**config.mk**
```make
export PLATFORM = sky130hd
export DESIGN_NAME = seq_divider
export DESIGN_NICKNAME = d
export VERILOG_FILES = /design/src/rtl/seq_divider.sv
export SDC_FILE = /design/constraint.sdc
export NUM_CORES = 1
export LEC_CHECK = 0
export CORE_MARGIN = 2
export CORE_UTILIZATION = 50
export DETAILED_ROUTE_END_ITERATION = 10
export PLACE_DENSITY = 0.75
export SLEW_MARGIN = 0
export SYNTH_ARGS = -nofsm -noshare
export SYNTH_HDL_FRONTEND = slang
export SYNTH_SLANG_ARGS = --single-unit
```
**constraint.sdc**
```tcl
create_clock -name clk -period 3.35 [get_ports clk]
set_input_delay 0.67 -clock clk [delete_from_list [all_inputs] [get_ports clk]]
set_output_delay 0.67 -clock clk [all_outputs]
set_load 0.02 [all_outputs]
```
**src/rtl/seq_divider.sv**
```systemverilog
// Sequential restoring divider: unsigned WIDTH-bit dividend/divisor, one quotient bit per clock.
// The quotient and remainder are registered and change only when a division completes.
module seq_divider #(
  parameter int unsigned WIDTH = 8
) (
  input  logic             clk,
  input  logic             rst,
  input  logic             start,
  input  logic [WIDTH-1:0] a,
  input  logic [WIDTH-1:0] b,
  output logic [WIDTH-1:0] x,
  output logic [WIDTH-1:0] y,
  output logic             busy,
  output logic             done,
  output logic             div_by_zero
);

  localparam int unsigned CntW = (WIDTH > 1) ? $clog2(WIDTH) : 1;
  localparam logic [CntW-1:0] CntLast = CntW'(WIDTH - 1);

  typedef enum logic [0:0] {StIdle, StRun} state_e;

  state_e           state_q, state_d;
  logic [CntW-1:0]  cnt_q, cnt_d;
  // dvd_q shifts dividend bits out at the MSB while quotient bits shift in at the LSB
  logic [WIDTH-1:0] dvd_q, dvd_d;
  logic [WIDTH-1:0] dvs_q, dvs_d;
  logic [WIDTH-1:0] rem_q, rem_d;
  logic [WIDTH-1:0] x_q, x_d;
  logic [WIDTH-1:0] y_q, y_d;
  logic             busy_q, busy_d;
  logic             done_q, done_d;
  logic             dbz_q, dbz_d;

  logic [WIDTH:0]   rem_shift;
  logic [WIDTH:0]   rem_sub;
  logic             q_bit;

  // rem_shift < 2*divisor, so the WIDTH+1 bit difference never wraps and its MSB is the borrow
  always_comb begin
    rem_shift = {rem_q, dvd_q[WIDTH-1]};
    rem_sub   = rem_shift - {1'b0, dvs_q};
    q_bit     = ~rem_sub[WIDTH];
  end

  always_comb begin
    state_d = state_q;
    cnt_d   = cnt_q;
    dvd_d   = dvd_q;
    dvs_d   = dvs_q;
    rem_d   = rem_q;
    x_d     = x_q;
    y_d     = y_q;
    busy_d  = busy_q;
    done_d  = 1'b0;
    dbz_d   = dbz_q;

    unique case (state_q)
      StIdle: begin
        if (start) begin
          dvd_d = a;
          dvs_d = b;
          rem_d = '0;
          cnt_d = '0;
          if (b == '0) begin
            x_d    = '1;
            y_d    = a;
            dbz_d  = 1'b1;
            done_d = 1'b1;
          end else begin
            state_d = StRun;
            busy_d  = 1'b1;
          end
        end
      end

      StRun: begin
        dvd_d = (dvd_q << 1) | WIDTH'(q_bit);
        rem_d = q_bit ? rem_sub[WIDTH-1:0] : rem_shift[WIDTH-1:0];
        cnt_d = cnt_q + CntW'(1);
        if (cnt_q == CntLast) begin
          x_d     = dvd_d;
          y_d     = rem_d;
          dbz_d   = 1'b0;
          done_d  = 1'b1;
          busy_d  = 1'b0;
          cnt_d   = '0;
          state_d = StIdle;
        end
      end

      default: begin
        state_d = StIdle;
        busy_d  = 1'b0;
      end
    endcase
  end

  always_ff @(posedge clk or posedge rst) begin
    if (rst) begin
      state_q <= StIdle;
      cnt_q   <= '0;
      dvd_q   <= '0;
      dvs_q   <= '0;
      rem_q   <= '0;
      x_q     <= '0;
      y_q     <= '0;
      busy_q  <= 1'b0;
      done_q  <= 1'b0;
      dbz_q   <= 1'b0;
    end else begin
      state_q <= state_d;
      cnt_q   <= cnt_d;
      dvd_q   <= dvd_d;
      dvs_q   <= dvs_d;
      rem_q   <= rem_d;
      x_q     <= x_d;
      y_q     <= y_d;
      busy_q  <= busy_d;
      done_q  <= done_d;
      dbz_q   <= dbz_d;
    end
  end

  assign x           = x_q;
  assign y           = y_q;
  assign busy        = busy_q;
  assign done        = done_q;
  assign div_by_zero = dbz_q;

endmodule

```
# Word level (Yosys, flattened, before mapping)
# Index checks and enable logic that the tools add are counted.
dict set report totals {
  inputBits 19
  output_inout_bits 19
  ff_bits 47
}
dict set report classes {
  n_reduce_logical 4
  muxes 31
  n_bitwise 3
  add_sub_neg 2
  eq_ne 5
}
# operator n
set op_table {}
lappend op_table {{8-bit two-way mux} 9}
lappend op_table {{8-bit one-hot mux with 2 select lines} 4}
lappend op_table {{1-bit two-way mux} 11}
lappend op_table {{9-bit by 8-bit subtractor with 9-bit output} 1}
lappend op_table {{8-bit zero test} 1}
lappend op_table {{8-bit by 1-bit OR with 8-bit output} 1}
lappend op_table {{1-bit one-hot mux with 2 select lines} 4}
lappend op_table {{3-bit two-way mux} 2}
lappend op_table {{2-bit != test (second input constant)} 3}
lappend op_table {{3-bit one-hot mux with 2 select lines} 1}
lappend op_table {{3-bit AND reduction} 2}
lappend op_table {{3-bit by 1-bit adder with 3-bit output (second input constant)} 1}
lappend op_table {{3-bit equality test (second input constant)} 1}
lappend op_table {{2-bit by 1-bit != test with 1-bit output (second input constant)} 1}
lappend op_table {{1-bit inverter} 2}
lappend op_table {{2-bit AND reduction} 1}

# Logic depth before layout (Yosys ltp)
dict set report depth {
  ltp_word 5
  ltp_mapped 10
  ltp_nobuf 10
}

# Worst setup path before layout
# No wires, ideal clock.
dict set report synth_path {
  kind {register to register}
  startpoint {register dvd_q[7]}
  endpoint {register y_q[1] (netlist: y[1])}
  slack_ps 842
  t_required_ps 3227
  t_arrival_ps 2386
  path_stages_with_launch 11
  n_path_buf 0
  cell_sequence {dfrtp_1 -> inv_1 -> ha_1 -> inv_1 -> fa_1 -> a21oi_2 -> o22ai_2 -> o41ai_4 -> xnor2_4 -> mux2_4 -> o221a_2}
}
dict set report synth_between {
  elab_chain_len 4
}
# item line_no
set synth_rtl {}
lappend synth_rtl {{from (decl)} 26} ;# logic [WIDTH-1:0] dvd_q, dvd_d;
lappend synth_rtl {{from (signal assigned)} 114} ;# dvd_q <= dvd_d;
lappend synth_rtl {{9-bit by 8-bit subtractor with 9-bit output} 42} ;# rem_sub = rem_shift - {1'b0, dvs_q};
lappend synth_rtl {{8-bit two-way mux} 79} ;# rem_d = q_bit ? rem_sub[WIDTH-1:0] : rem_shift[WIDTH-1:0];
lappend synth_rtl {{8-bit two-way mux} 81} ;# if (cnt_q == CntLast) begin
lappend synth_rtl {{8-bit one-hot mux with 2 select lines} 58} ;# unique case (state_q)
lappend synth_rtl {{to (signal assigned)} 118} ;# y_q <= y_d;
lappend synth_rtl {{to (decl)} 30} ;# logic [WIDTH-1:0] y_q, y_d;
# No other way between the ends. The select of a mux whose other input is x is not followed.
# A chain may end at the register's enable or synchronous reset.

# Worst setup path in the final report
# Same ends and word-level chain as after synthesis.

==> flow_summary.ini <==
[drt]
post_drt_wl_per_cell_um = 15.0
met1_length_um = 2400
met3RoutedLength_um = 212
vias_per_cell = 5.58
drc_errors = 0
routed.top_layer = met4
totalWireLength_um = 5000
detail-route-antenna-nets = 0
drt-initial-drc-count = 109
detailroute.via_count = 1851
drt_pre_antenna_iters = 4
wl_met2_um = 2300

[grt]
grt_antenna_before_repair = 0
track_usage_pct = 20.9
gr-total-overflow = 0
first_global_vias = 1833
maximum_number_of_pins_on_one_net_before_global_route_repair = 48
first_pass_grt_wire_length_um = 8580

[final_layout]
num_antenna_cells = 0
layout.nets = 307
stdcell_area_mm2 = 0.00293
flow.area_growth_from_synthesis_pct = 21.9
proportion_of_layout_cells_with_a_drive_suffix_above_1_pct = 10.1

[floorplan]
rows = 25
die_area_mm2 = 0.00538
die_width_um = 73.4
core-area_mm2 = 0.00469
starting_density_of_the_core_pct = 51.3
boundaryPins = 38
die-height_um = 73.4

[logic_synthesis]
synth-seq-area-share_pct = 48.9
ys_types = 43
synth.cell_area_mm2 = 0.00240
netlist_instances = 238
synth-seq-cells = 47
yosysWarnings = 0
mappedNetlistNets = 268
avgSynthCellArea_um2 = 10.1

[sta]
shortest_clock_period_the_worst_path_allows_after_layout_ns = 2.77
finalMaxSlewViolations = 0
final.setup.worst_slack_ns = 0.581
max_slew.worst_pin.slew_ns = 0.944
fmax_ghz = 0.361
fin_crit_sh_pct = 82.6
max-slew-margin-rel_pct = 37.0
timing.final.setup_violations = 0
finalHoldViolCount = 0
setup_total_negative_slack_ns = 0
final.hold.worst_slack_ns = 0.485
rsz0062_at_grt = no
worst_clock_skew_ns = 0.00442

[placement]
gpl.final_weighted_congestion = 0.840
placedInstanceArea_mm2 = 0.00283
dp.final_hpwl_um = 3710
numPortBuffers = 37
detailedPlace.worstSlack_ns = 0.512

[clock_tree]
post_cts_resize_count = 0
clk_pin_slew_ns = 0.09
numCtsBuffers = 5
clk_tree_root_cell = clkbuf_8
cts_sinks = 47
cts-root-to-sink-buffers = 2
ctsHoldBuffers = 0
postCtsSetupBuffers = 0
htreeDepth = 2
clock_latency_of_the_later_clocked_register_in_the_worst_skew_pair_ns = 0.30
tritoncts = built

[run_status]
outcome = finished, final reports clean

[pwr]
max-vdd-ir-drop_uv = 542
p_leak_nw = 1.29
power.density_cell_area_mw_per_mm2 = 1210

[critical_path]
timing.critical_path.to_type = flop
timing.critical_path.from_type = flop
critical_path_peak_fanout = 9
path_cells = inv_1 > ha_1 > inv_1 > fa_1 > a21oi_2 > o22ai_2 > o41ai_4 > xnor2_4 > mux2_4 > o221a_2
slowest_delay_ns = 0.43
crit_slowest_cell = fa_1
cp_common_cell = inv_1
worstSetupPathType = flop to flop
cp.required_ns = 3.54
worst_ep_arrival_time_ns = 2.96

[job]
timing.max_cap.violations = 0

[hold_path]
timing.hold.worst.class = flop to flop
==> final cells by class <==
class	instances	area, um2
clock buffer	7	96.3
tap	54	67.6
multi-input combinational	167	1130
inverter	16	60.1
sequential	47	1180
fill	386	1760
clock inverter	1	7.51
timing repair buffer	40	393
==> through the flow <==
step / std cells / util [%] / total power [mW]
floorplan: 238 / - / 2.61
global placement: 324 / 60.2 / 3.12
detailed placement: 324 / 60.2 / 3.16
CTS: 332 / 62.5 / 3.55
global route: 332 / 62.5 / 3.84
finish: 332 / 62.5 / 3.53
==> synthesized netlist by cell type <==
cell type   n  area (um2)
xnor2_1     3        26.3
nand2_1    22        82.6
clkbuf_1    5        18.8
xnor2_4     1        27.5
buf_6       1        11.3
fa_1        1        20.0
o21ai_0    16        80.1
o32a_1      1        10.0
inv_1      16        60.1
mux2_2      2        22.5
o311ai_0    1        8.76
or2_2       3        18.8
o22ai_2     1        12.5
o221a_2     2        22.5
nor3b_1     1        7.51
ha_1       10         125
o41ai_4     1        27.5
nor4_1      4        25.0
a221oi_1    4        35.0
mux2_4      2        30.0
a21oi_2     2        17.5
o31ai_1     1        7.51
and3_1      1        6.26
xor2_1      2        17.5
a211oi_1    1        7.51
dfrtp_1    47        1180
and2_1      1        6.26
a22o_1      4        35.0
nor2_1     32         120
nand3_1     4        20.0
a32o_1      1        10.0
a22o_2      1        10.0
o2bb2ai_1   1        8.76
a21oi_1    20         100
a21o_2      1        8.76
mux2i_1    12         120
buf_1       1        3.75
nor3_1      1        5.00
o211ai_1    1        7.51
buf_2       1        5.00
a21boi_0    2        15.0
nor2b_1     2        12.5
o22ai_1     2        12.5
==> cell families (layout without fill, tap and decap cells) <==
group,count (synthesis),count (layout),share of synthesized area [%]
mux,16,16,7.18
fa+ha+maj,11,11,6.04
xor+xnor,6,6,2.97
simple gates,71,71,12.6
flops,47,47,48.9
compound gates,63,63,18.2
buf+inv,24,64,4.11
==> path summary, 6_finish.rpt <==
path / slack [ns] / endpoint / from / depth (start not counted)
setup / recovery: 0.58 / y[1] / dvd_q[7] / 10
hold reg to reg: 0.49 / busy / busy / 2
min in group asynchronous: 0.89 / cnt_q[0] / rst / 2
hold / removal: 0.49 / busy / busy / 2
setup reg to reg: 0.58 / y[1] / dvd_q[7] / 10
max in group asynchronous: 1.86 / dvd_q[7] / rst / 2
==> power breakdown <==
group | total [mW] | switching, mW | internal, mW
clock network | 0.381 | 0.193 | 0.188
registers | 1.02 | 0.174 | 0.849
logic | 2.13 | 1.11 | 1.02
total | 3.53 | 1.48 | 2.05
==> layer usage <==
metal / vias up / track usage, %
met5: - / 0
li1: 919 / -
met1: 878 / 29.6
met4: 0 / 6.26
met2: 44 / 32.2
met3: 10 / 5.08
==> state kept, by name, summed over array words and instances (netlist names) <==
name	count
dvd_q	8
busy	1
state_q	1
y	8
dvs_q	8
done	1
x	8
div_by_zero	1
rem_q	8
cnt_q	3
==> critical path, delay by kind of cell (launching register included) <==
kind	cells	cell delay [ns]
AOI/OAI and AO/OA	4	0.87
DFF	1	0.39
xor gates and xnor gates	1	0.25
muxes	1	0.35
buffers and inverters	2	0.17
adders and majority gates	2	0.63
==> placed cells by master (no fill, tap or decap), types with 2 or more instances in the layout <==
master,n
mux2_4,2
o21ai_0,16
nor2b_1,2
mux2_2,2
a221oi_1,4
clkbuf_8,7
clkdlybuf4s50_1,37
ha_1,10
inv_1,15
xnor2_1,3
a22o_1,4
mux2i_1,12
o221a_2,2
o22ai_1,2
a21oi_1,20
a21boi_0,2
nand3_1,4
dfrtp_1,47
buf_4,3
nor4_1,4
nand2_1,22
a21oi_2,2
nor2_1,32
xor2_1,2
or2_2,3
No activity file was read; power rests on OpenSTA's default activity.
